--- src/rtl/fib_pkg.sv ---
// Shared types and lane-mask helpers for the fetch/issue decoupling queue.
// Masks are handled at a fixed width of 4, which is the widest supported issue width.
package fib_pkg;

    localparam int FIB_AW = 10;
    localparam int FIB_IW = 32;
    localparam int EW     = 2 * FIB_AW + FIB_IW;

    typedef struct packed {
        logic [FIB_AW-1:0] pc;
        logic [FIB_IW-1:0] instr;
        logic [FIB_AW-1:0] btarget;
    } fib_entry_t;

    // Counts the ones in the unbroken run that starts at lane 0.
    function automatic logic [2:0] lead_ones(input logic [3:0] mask);
        logic [2:0] n;
        logic       run;
        n   = 3'd0;
        run = 1'b1;
        for (int i = 0; i < 4; i++) begin
            if (run && mask[i]) begin
                n = n + 3'd1;
            end else begin
                run = 1'b0;
            end
        end
        return n;
    endfunction

    // A thermometer mask has the form 0..01..1. An all-zero mask also qualifies.
    function automatic logic is_thermo(input logic [3:0] mask);
        logic [3:0] inc;
        inc = mask + 4'd1;
        return (mask & inc) == 4'd0;
    endfunction

endpackage

--- src/rtl/fib_ram.sv ---
// Entry storage for the fetch/issue queue: multi-port register array.
// One write port and one asynchronous read port per lane, addressed modulo DEPTH.
module fib_ram
    import fib_pkg::*;
#(
    parameter int DEPTH = 8,
    parameter int DW    = EW,
    parameter int LANES = 2
) (
    input  logic                                  clk,
    input  logic [LANES-1:0]                      wr_en,
    input  logic [LANES-1:0][$clog2(DEPTH)-1:0]   wr_addr,
    input  logic [LANES*DW-1:0]                   wr_data,
    input  logic [$clog2(DEPTH)-1:0]              rd_base,
    output logic [LANES*DW-1:0]                   rd_data
);

    localparam int PW = $clog2(DEPTH);

    logic [DW-1:0] mem [DEPTH];

    // Active lanes always target distinct entries, so port order is irrelevant.
    always_ff @(posedge clk) begin
        for (int l = 0; l < LANES; l++) begin
            if (wr_en[l]) begin
                mem[wr_addr[l]] <= wr_data[l*DW +: DW];
            end
        end
    end

    generate
        for (genvar gi = 0; gi < LANES; gi++) begin : g_rd
            assign rd_data[gi*DW +: DW] = mem[rd_base + PW'(gi)];
        end
    endgenerate

endmodule

--- src/rtl/fetch_issue_buffer.sv ---
// N-lane in-order decoupling queue between fetch and decode, flushed on redirect.
// Optional macro FIB_BYPASS_EN: when empty, incoming packets are visible to decode in the same cycle.
module fetch_issue_buffer
    import fib_pkg::*;
#(
    parameter int LANES   = 2,
    parameter int DEPTH   = 8,
    parameter int IW      = FIB_IW,
    parameter int AW      = FIB_AW,
    localparam int ENTRY_W = 2 * AW + IW,
    localparam int CW      = $clog2(DEPTH + 1)
) (
    input  logic                       clk,
    input  logic                       rst,
    input  logic                       flush,
    input  logic [LANES-1:0]           in_valid,
    input  logic [LANES*ENTRY_W-1:0]   in_data,
    output logic                       in_ready,
    output logic [LANES-1:0]           out_valid,
    output logic [LANES*ENTRY_W-1:0]   out_data,
    input  logic [LANES-1:0]           out_take,
    output logic [CW-1:0]              count,
    output logic                       proto_err
);

    localparam int PW = $clog2(DEPTH);

    logic [PW-1:0]              rd_ptr_reg, rd_ptr_next;
    logic [PW-1:0]              wr_ptr_reg, wr_ptr_next;
    logic [CW-1:0]              count_reg, count_next;
    logic                       proto_err_reg, proto_err_next;

    logic [LANES-1:0]           stored_valid;
    logic [LANES-1:0]           push_mask;
    logic [LANES-1:0]           wr_en;
    logic [LANES-1:0][PW-1:0]   wr_addr;
    logic [LANES*ENTRY_W-1:0]   rd_data;
    logic [2:0]                 npush, npop, skip;
    logic                       push_err, take_err;

    // Depends only on registered occupancy, keeping decode's take off fetch's timing path.
    assign in_ready = count_reg <= CW'(DEPTH - LANES);
    assign npush    = (in_ready && in_valid[0]) ? lead_ones(4'(in_valid)) : 3'd0;

    generate
        for (genvar gi = 0; gi < LANES; gi++) begin : g_lane
            assign stored_valid[gi] = count_reg > CW'(gi);
            assign push_mask[gi]    = 3'(gi) < npush;
            // Lanes consumed through the bypass are not stored; the rest pack down from wr_ptr.
            assign wr_en[gi]        = !flush && push_mask[gi] && (3'(gi) >= skip);
            assign wr_addr[gi]      = wr_ptr_reg + PW'(gi) - PW'(skip);
        end
    endgenerate

`ifdef FIB_BYPASS_EN
    logic bypass;

    // in_ready is always high when empty, so no extra qualification is needed.
    assign bypass    = (count_reg == '0) && !flush;
    assign out_valid = bypass ? push_mask : stored_valid;
    assign out_data  = bypass ? in_data : rd_data;
    assign skip      = bypass ? npop : 3'd0;
`else
    assign out_valid = stored_valid;
    assign out_data  = rd_data;
    assign skip      = 3'd0;
`endif

    assign npop     = lead_ones(4'(out_take & out_valid));
    assign push_err = in_ready && !is_thermo(4'(in_valid));
    assign take_err = !is_thermo(4'(out_take)) || (|(out_take & ~out_valid));

    always_comb begin
        rd_ptr_next    = rd_ptr_reg + PW'(npop) - PW'(skip);
        wr_ptr_next    = wr_ptr_reg + PW'(npush) - PW'(skip);
        count_next     = count_reg + CW'(npush) - CW'(npop);
        proto_err_next = proto_err_reg | push_err | take_err;
        if (flush) begin
            rd_ptr_next = '0;
            wr_ptr_next = '0;
            count_next  = '0;
        end
    end

    always_ff @(posedge clk or negedge rst) begin
        if (!rst) begin
            rd_ptr_reg    <= '0;
            wr_ptr_reg    <= '0;
            count_reg     <= '0;
            proto_err_reg <= 1'b0;
        end else begin
            rd_ptr_reg    <= rd_ptr_next;
            wr_ptr_reg    <= wr_ptr_next;
            count_reg     <= count_next;
            proto_err_reg <= proto_err_next;
        end
    end

    fib_ram #(
        .DEPTH (DEPTH),
        .DW    (ENTRY_W),
        .LANES (LANES)
    ) u_ram (
        .clk     (clk),
        .wr_en   (wr_en),
        .wr_addr (wr_addr),
        .wr_data (in_data),
        .rd_base (rd_ptr_reg),
        .rd_data (rd_data)
    );

    assign count     = count_reg;
    assign proto_err = proto_err_reg;

endmodule

--- config.mk ---
export PLATFORM = sky130hd
export DESIGN_NAME = fetch_issue_buffer
export DESIGN_NICKNAME = d
export VERILOG_FILES = /design/src/rtl/fib_pkg.sv /design/src/rtl/fib_ram.sv /design/src/rtl/fetch_issue_buffer.sv
export SDC_FILE = /design/constraint.sdc
export NUM_CORES = 1
export LEC_CHECK = 0
export CAP_MARGIN = 15
export CORE_MARGIN = 2
export CORE_UTILIZATION = 40
export CTS_BUF_LIST = sky130_fd_sc_hd__clkbuf_8
export CTS_CLUSTER_SIZE = 28
export DETAILED_ROUTE_END_ITERATION = 16
export DONT_BUFFER_PORTS = 1
export PLACE_DENSITY = 0.5
export SLEW_MARGIN = 20
export SYNTH_ARGS = -nofsm -noshare
export SYNTH_HDL_FRONTEND = slang
export SYNTH_SLANG_ARGS = --single-unit
--- constraint.sdc ---
create_clock -name clk -period 5.7 [get_ports clk]
set_input_delay 0.855 -clock clk [delete_from_list [all_inputs] [get_ports clk]]
set_output_delay 0.855 -clock clk [all_outputs]
set_load 0.03 [all_outputs]
## Word level (Yosys, flattened, before mapping)

Memories as Yosys holds them, arrays and structs flattened.
Cells that the tools add are included.

| storage, ports and cells | value |
|---|---|
| bits in registers | 11 |
| bits in writable memories | 416 |
| word-level logic and storage cells | 62 |
| memories kept | 1 |

Memory list:

| memory | words | width | read ports | clocked after memory_dff | wr ports | line | RTL |
|---|---|---|---|---|---|---|---|
| u_ram.mem | 8 | 52 | 2 | 0 | 2 | fib_ram.sv:20 | `logic [DW-1:0] mem [DEPTH];` |

| cells by class | value |
|---|---|
| add/sub/neg operators | 12 |
| magnitude comparators | 5 |
| mux-type cells | 18 |
| bitwise gates (word level) | 7 |
| reduce and logical (&&, ||, !) cells | 15 |

Operators with widths:

| operator | count |
|---|---|
| $mux W3 | 5 |
| $add A3 B1 Y3 const B | 4 |
| $mux W1 | 10 |
| $gt A4 B1 Y1 const B | 2 |
| $logic_not A4 Y1 | 2 |
| $add A2 B1 Y3 const B | 2 |
| $add A3 B3 Y3 | 2 |
| $and A2 B3 Y3 | 2 |
| $logic_and A1 B1 Y1 | 6 |
| $lt A1 B3 Y1 const A | 2 |
| $add A1 B1 Y2 const B | 2 |
| $add A4 B3 Y4 | 1 |
| $and A2 B2 Y2 | 2 |
| $le A4 B3 Y1 const B | 1 |
| $mux W2 | 2 |
| $mux W4 | 1 |
| $sub A4 B3 Y4 | 1 |
| $logic_not A1 Y1 | 3 |
| $logic_and A1 B1 Y1 const B | 2 |
| $not A2 Y2 | 1 |
| $or A1 B1 Y1 | 2 |
| $reduce_or A2 Y1 | 1 |
| $logic_or A1 B1 Y1 | 1 |

## Depth between registers and ports, before layout

| depth | value |
|---|---|
| word-level depth | 11 |
| depth in mapped cells | 14 |
| mapped depth without buffers | 14 |

## Hierarchy

From an unflattened synthesis, not the netlist that was laid out.

| second synthesis, totals | value |
|---|---|
| cell total of the unflattened synthesis | 1712 |
| area, all modules | 25443.2 µm² |

Modules (own cells, without submodules):

| module | times used | cells each | area an instance (µm²) | sequential area each (µm²) |
|---|---|---|---|---|
| fib_ram | 1 | 1641 | 24691.2 | 12492.0 |
| fetch_issue_buffer | 1 | 71 | 752.0 | 275.3 |

## Worst setup path before layout

No wires, ideal clock.

| path | value |
|---|---|
| path type | reg2reg |
| start point | register count_reg[3], in the netlist count[3] |
| end point | memory u_ram.mem[3][0] (netlist name) (enable) |
| setup time | 0.479 ns |
| arrival | 4.155 ns |
| required time | 5.221 ns |
| slack | 1.066 ns |
| stages on the path, launching flop included | 8 |
| path buffers | 0 |
| clock period less this slack | 4.634 ns |
| path through | dfrtp_1 > inv_1 > ha_1 > nand2_1 > mux2i_4 > inv_2 > nand2_1 > a21oi_1 |

RTL lines:

| what | line | RTL |
|---|---|---|
| from (decl) | fetch_issue_buffer.sv:30 | `logic [CW-1:0] count_reg, count_next;` |
| from (signal assigned) | fetch_issue_buffer.sv:94 | `count_reg <= count_next;` |
| to (decl) | fib_ram.sv:20 |  |

## Final worst setup path

| path | value |
|---|---|
| start point | register rd_ptr_reg[0] |
| end point | output port out_data[101] |

| between the ends | value |
|---|---|
| cells in the longest elaborated chain, start to end | 2 |

RTL lines:

| what | line | RTL |
|---|---|---|
| from (decl) | fetch_issue_buffer.sv:28 | `logic [PW-1:0] rd_ptr_reg, rd_ptr_next;` |
| from (signal assigned) | fetch_issue_buffer.sv:92 | `rd_ptr_reg <= rd_ptr_next;` |
| $add A3 B1 Y3 | fib_ram.sv:33 | `assign rd_data[gi*DW +: DW] = mem[rd_base + PW'(gi)];` |
| $mem_v2 Z8 W52 | -- |  |
| to (decl) | fetch_issue_buffer.sv:20 | `output logic [LANES*ENTRY_W-1:0] out_data,` |

Every way passes these cells.

==> results.py <==
metrics = {
    "worst_setup_path": {
        "path_class": "reg2out",
        "arrival_ns": 3.36,
        "cp_num_buf_inv": 1,
        "r2r-start": "count[3]",
        "regToRegEndpoint": "u_ram.mem[0][51]",
        "crit_slowest_cell": "dfrtp_4",
        "rr_worst_depth": 8,
        "critPathTopFamily": "flip-flops",
        "crit_chain": "ha_4, xor2_4, buf_4, mux2_2",
        "required_ns": 4.85,
        "cp-start-kind": "register",
        "critPathMaxStageDelay_ns": 0.72,
        "cp_max_fo": 26,
        "cp-end-kind": "output pin",
        "r2r_slack_ns": 2.06,
        "cp_num_cells": 4,
    },
    "power": {
        "clkPwrFrac": 0.238,
        "switching_share": 0.385,
        "internal_power_uw": 7010,
        "vdd.ir_drop.worst_mv": 0.266,
        "p_leak_uw": 0.00838,
        "pwr-share-seq": 0.334,
        "comb_power_share": 0.428,
        "switchingPower_uw": 4390,
        "power.density_mw_per_mm2": 423,
    },
    "timing": {
        "slew_violations": 0,
        "fin_skew_ns": 0.0145,
        "rsz0062_at_grt": "false",
        "fin_tns_setup_ns": 0,
        "slew_headroom": 0.326,
        "setup_violations": 0,
        "hold_violations": 0,
        "layout_setup_ws_ns": 1.49,
        "fmax_mhz": 237,
        "finalCritPeriodShare": 0.739,
        "period_needed_ns": 4.21,
        "worst_slew_pin_slew_ns": 1.01,
    },
    "detailed_routing": {
        "routed_via_density": 6.06,
        "routed_wl_um": 71800,
        "drt_pass1_iterations": 4,
        "drcViolationCount": 0,
        "wl_per_cell_um": 32.5,
        "ant_nets": 0,
        "vias": 13400,
        "first_iter_violations": 838,
    },
    "status": {
        "status": "completed",
    },
    "yosys": {
        "syn_area_mm2": 0.0246,
        "synth_xor_area_frac": 0.00279,
        "synth_cells": 1359,
        "seq_area_frac_synth": 0.519,
        "synth_simple_gate_area_frac": 0.0132,
        "syn-num-nets": 1484,
        "synth_top_family_by_area": "multiplexers",
        "muxShareOfSynthArea": 0.429,
        "synth_fa_ha_area_frac": 0.00833,
        "yosysWarnings": 0,
        "avgSynthCellArea_um2": 18.1,
        "yosysUniqueCellTypes": 40,
        "ys_ff_latch": 427,
        "synth-compound-area-share": 0.00356,
    },
    "cts": {
        "cts_max_level": 3,
        "cts.repair.resized": 0,
        "cts_root_buffer": "clkbuf_8",
        "clock_latency_ns": 0.65,
        "clock-sinks": 427,
        "cts-buffers-inserted": 82,
        "cts.clk_slew.worst_paths_ns": 0.06,
        "ctsLongestPathBuffers": 3,
        "tritoncts": "yes",
    },
    "global_routing": {
        "grt_use_total": 0.228,
        "grt_overflow_total": 0,
        "grt_pass1_vias": 14800,
        "antenna_found_initial": 1,
        "grt_first_pass_wirelength_um": 104000,
        "grt_max_degree": 114,
    },
    "cells_and_area": {
        "post-route-util": 0.445,
        "area_delta_synth_final_pct": 9.38,
        "fin_area_mm2": 0.0269,
        "stdcell_count": 2211,
        "final_layout_size_suffix_gt1_frac": 0.593,
        "nets": 1499,
        "largest_reg_flops": 416,
    },
    "floorplanning": {
        "dieArea_mm2": 0.0636,
        "start_util": 0.406,
        "core_mm2": 0.0606,
        "std_cell_rows": 90,
        "io_pins": 223,
        "die_w_um": 252,
        "die_h_um": 252,
    },
    "place": {
        "dpl.hpwl_um": 40200,
        "portBuffers": 0,
        "post-place-ws_ns": 1.98,
        "place_congestion": 0.709,
        "placed_cells": 2071,
        "placed_cell_area_mm2": 0.0255,
    },
    "worst_hold_path": {
        "hp-class": "in2reg",
        "hold_end": "rd_ptr_reg[2]",
        "min_from": "flush",
        "hold_path_depth": 1,
    },
    "run": {
        "maxCapViolCount": 0,
    },
}
worst max path at each step:
stage	slack [ns]	end	start
final	1.49	out_data[101]	rd_ptr_reg[0]
after global placement	2.03	u_ram.mem[2][25]	count[3]
after CTS	1.34	out_data[101]	rd_ptr_reg[0]
after global routing	1.32	out_data[101]	rd_ptr_reg[0]
after floorplan	1.07	u_ram.mem[3][0]	count[3]
after detailed placement	1.98	u_ram.mem[0][19]	count[3]
Yosys cell counts:
library cell	number	area [µm²]
mux2_2	492	5540
edfxtp_1	416	12500
mux4_2	208	4680
buf_2	46	230
clkbuf_1	28	105
mux2_1	28	315
inv_1	12	45.0
nor2_1	12	45.0
dfrtp_1	11	275
buf_4	10	75.1
buf_6	10	113
ha_1	10	125
nor2b_1	9	56.3
buf_1	8	30.0
nand2_1	8	30.0
nand3_1	6	30.0
a21oi_1	5	25.0
and3_1	5	31.3
fa_1	4	80.1
nand3_2	4	40.0
xnor2_1	4	35.0
nor3_4	3	48.8
a31oi_1	2	12.5
xor2_1	2	17.5
a21o_1	1	7.51
a22oi_1	1	7.51
a311o_1	1	10.0
a32oi_1	1	8.76
and2_1	1	6.26
clkbuf_2	1	5.00
inv_2	1	3.75
mux2i_4	1	22.5
nand3b_1	1	7.51
nor3_1	1	5.00
nor3_2	1	10.0
nor3b_1	1	7.51
o22ai_1	1	6.26
o32a_1	1	10.0
or3_1	1	6.26
xnor2_2	1	16.3
metal layers:
metal / track usage / vias up / wire length (µm)
met5: 0 / - / 0
li1: - / 5724 / -
met3: 0.0601 / 87 / 4530
met4: 0.0609 / 0 / 1270
met1: 0.279 / 7232 / 29100
met2: 0.399 / 353 / 37000
power by group through the flow:
stage               Combinational (µW)  Clock (µW)  Sequential, µW
floorplan                         4020           0            3770
finish                            4880        2710            3800
detailed placement                4950           0            3870
global placement                  4930           0            3870
global route                      5150        2940            3830
CTS                               4970        2810            3810
layout by cell type (no fill, tap or decap), types with 2 or more instances in the layout:
cell type,Yosys,final
mux2_1,28,28
dfrtp_4,0,3
edfxtp_1,416,416
nor2b_1,9,9
nor2_4,0,5
a21oi_1,5,3
clkinv_1,0,18
buf_4,10,26
nor3_4,3,4
nand3_1,6,6
mux2_2,492,492
fa_1,4,4
a31oi_1,2,2
inv_1,12,42
clkinvlp_4,0,2
ha_1,10,9
a21oi_4,0,2
clkbuf_8,0,87
mux4_2,208,208
buf_12,0,7
nand2_1,8,8
nor2_1,12,7
nand3_4,0,4
xnor2_1,4,4
and3_1,5,4
dfrtp_1,11,8
kinds of logic after synthesis:
group	count (synthesis)
flops	427
mux	729
xor+xnor	7
simple gates	53
compound gates	13
buf+inv	116
fa+ha+maj	14
cell type report:
type | count | area (µm²)
Fill cell | 5407 | 33700
Sequential cell | 427 | 12800
Multi-Input combinational cell | 816 | 11400
Clock buffer | 87 | 1200
Tap cell | 782 | 978
Timing Repair Buffer | 34 | 345
Clock inverter | 51 | 200
Inverter | 13 | 48.8
Antenna cell | 1 | 2.50
stage by stage:
stage	power, µW	hold WS [ns]
after global placement	8800	0.560
after CTS	11600	0.198
after detailed placement	8820	0.560
after global routing	11900	0.227
after floorplan	7790	0.559
final	11400	0.261
timing repair:
action | CTS | global route
hold endpoints to repair | 11 | 0
setup buffers | 0 | 0
hold buffers | 1 | 0
(Power assumes the default switching activity.)
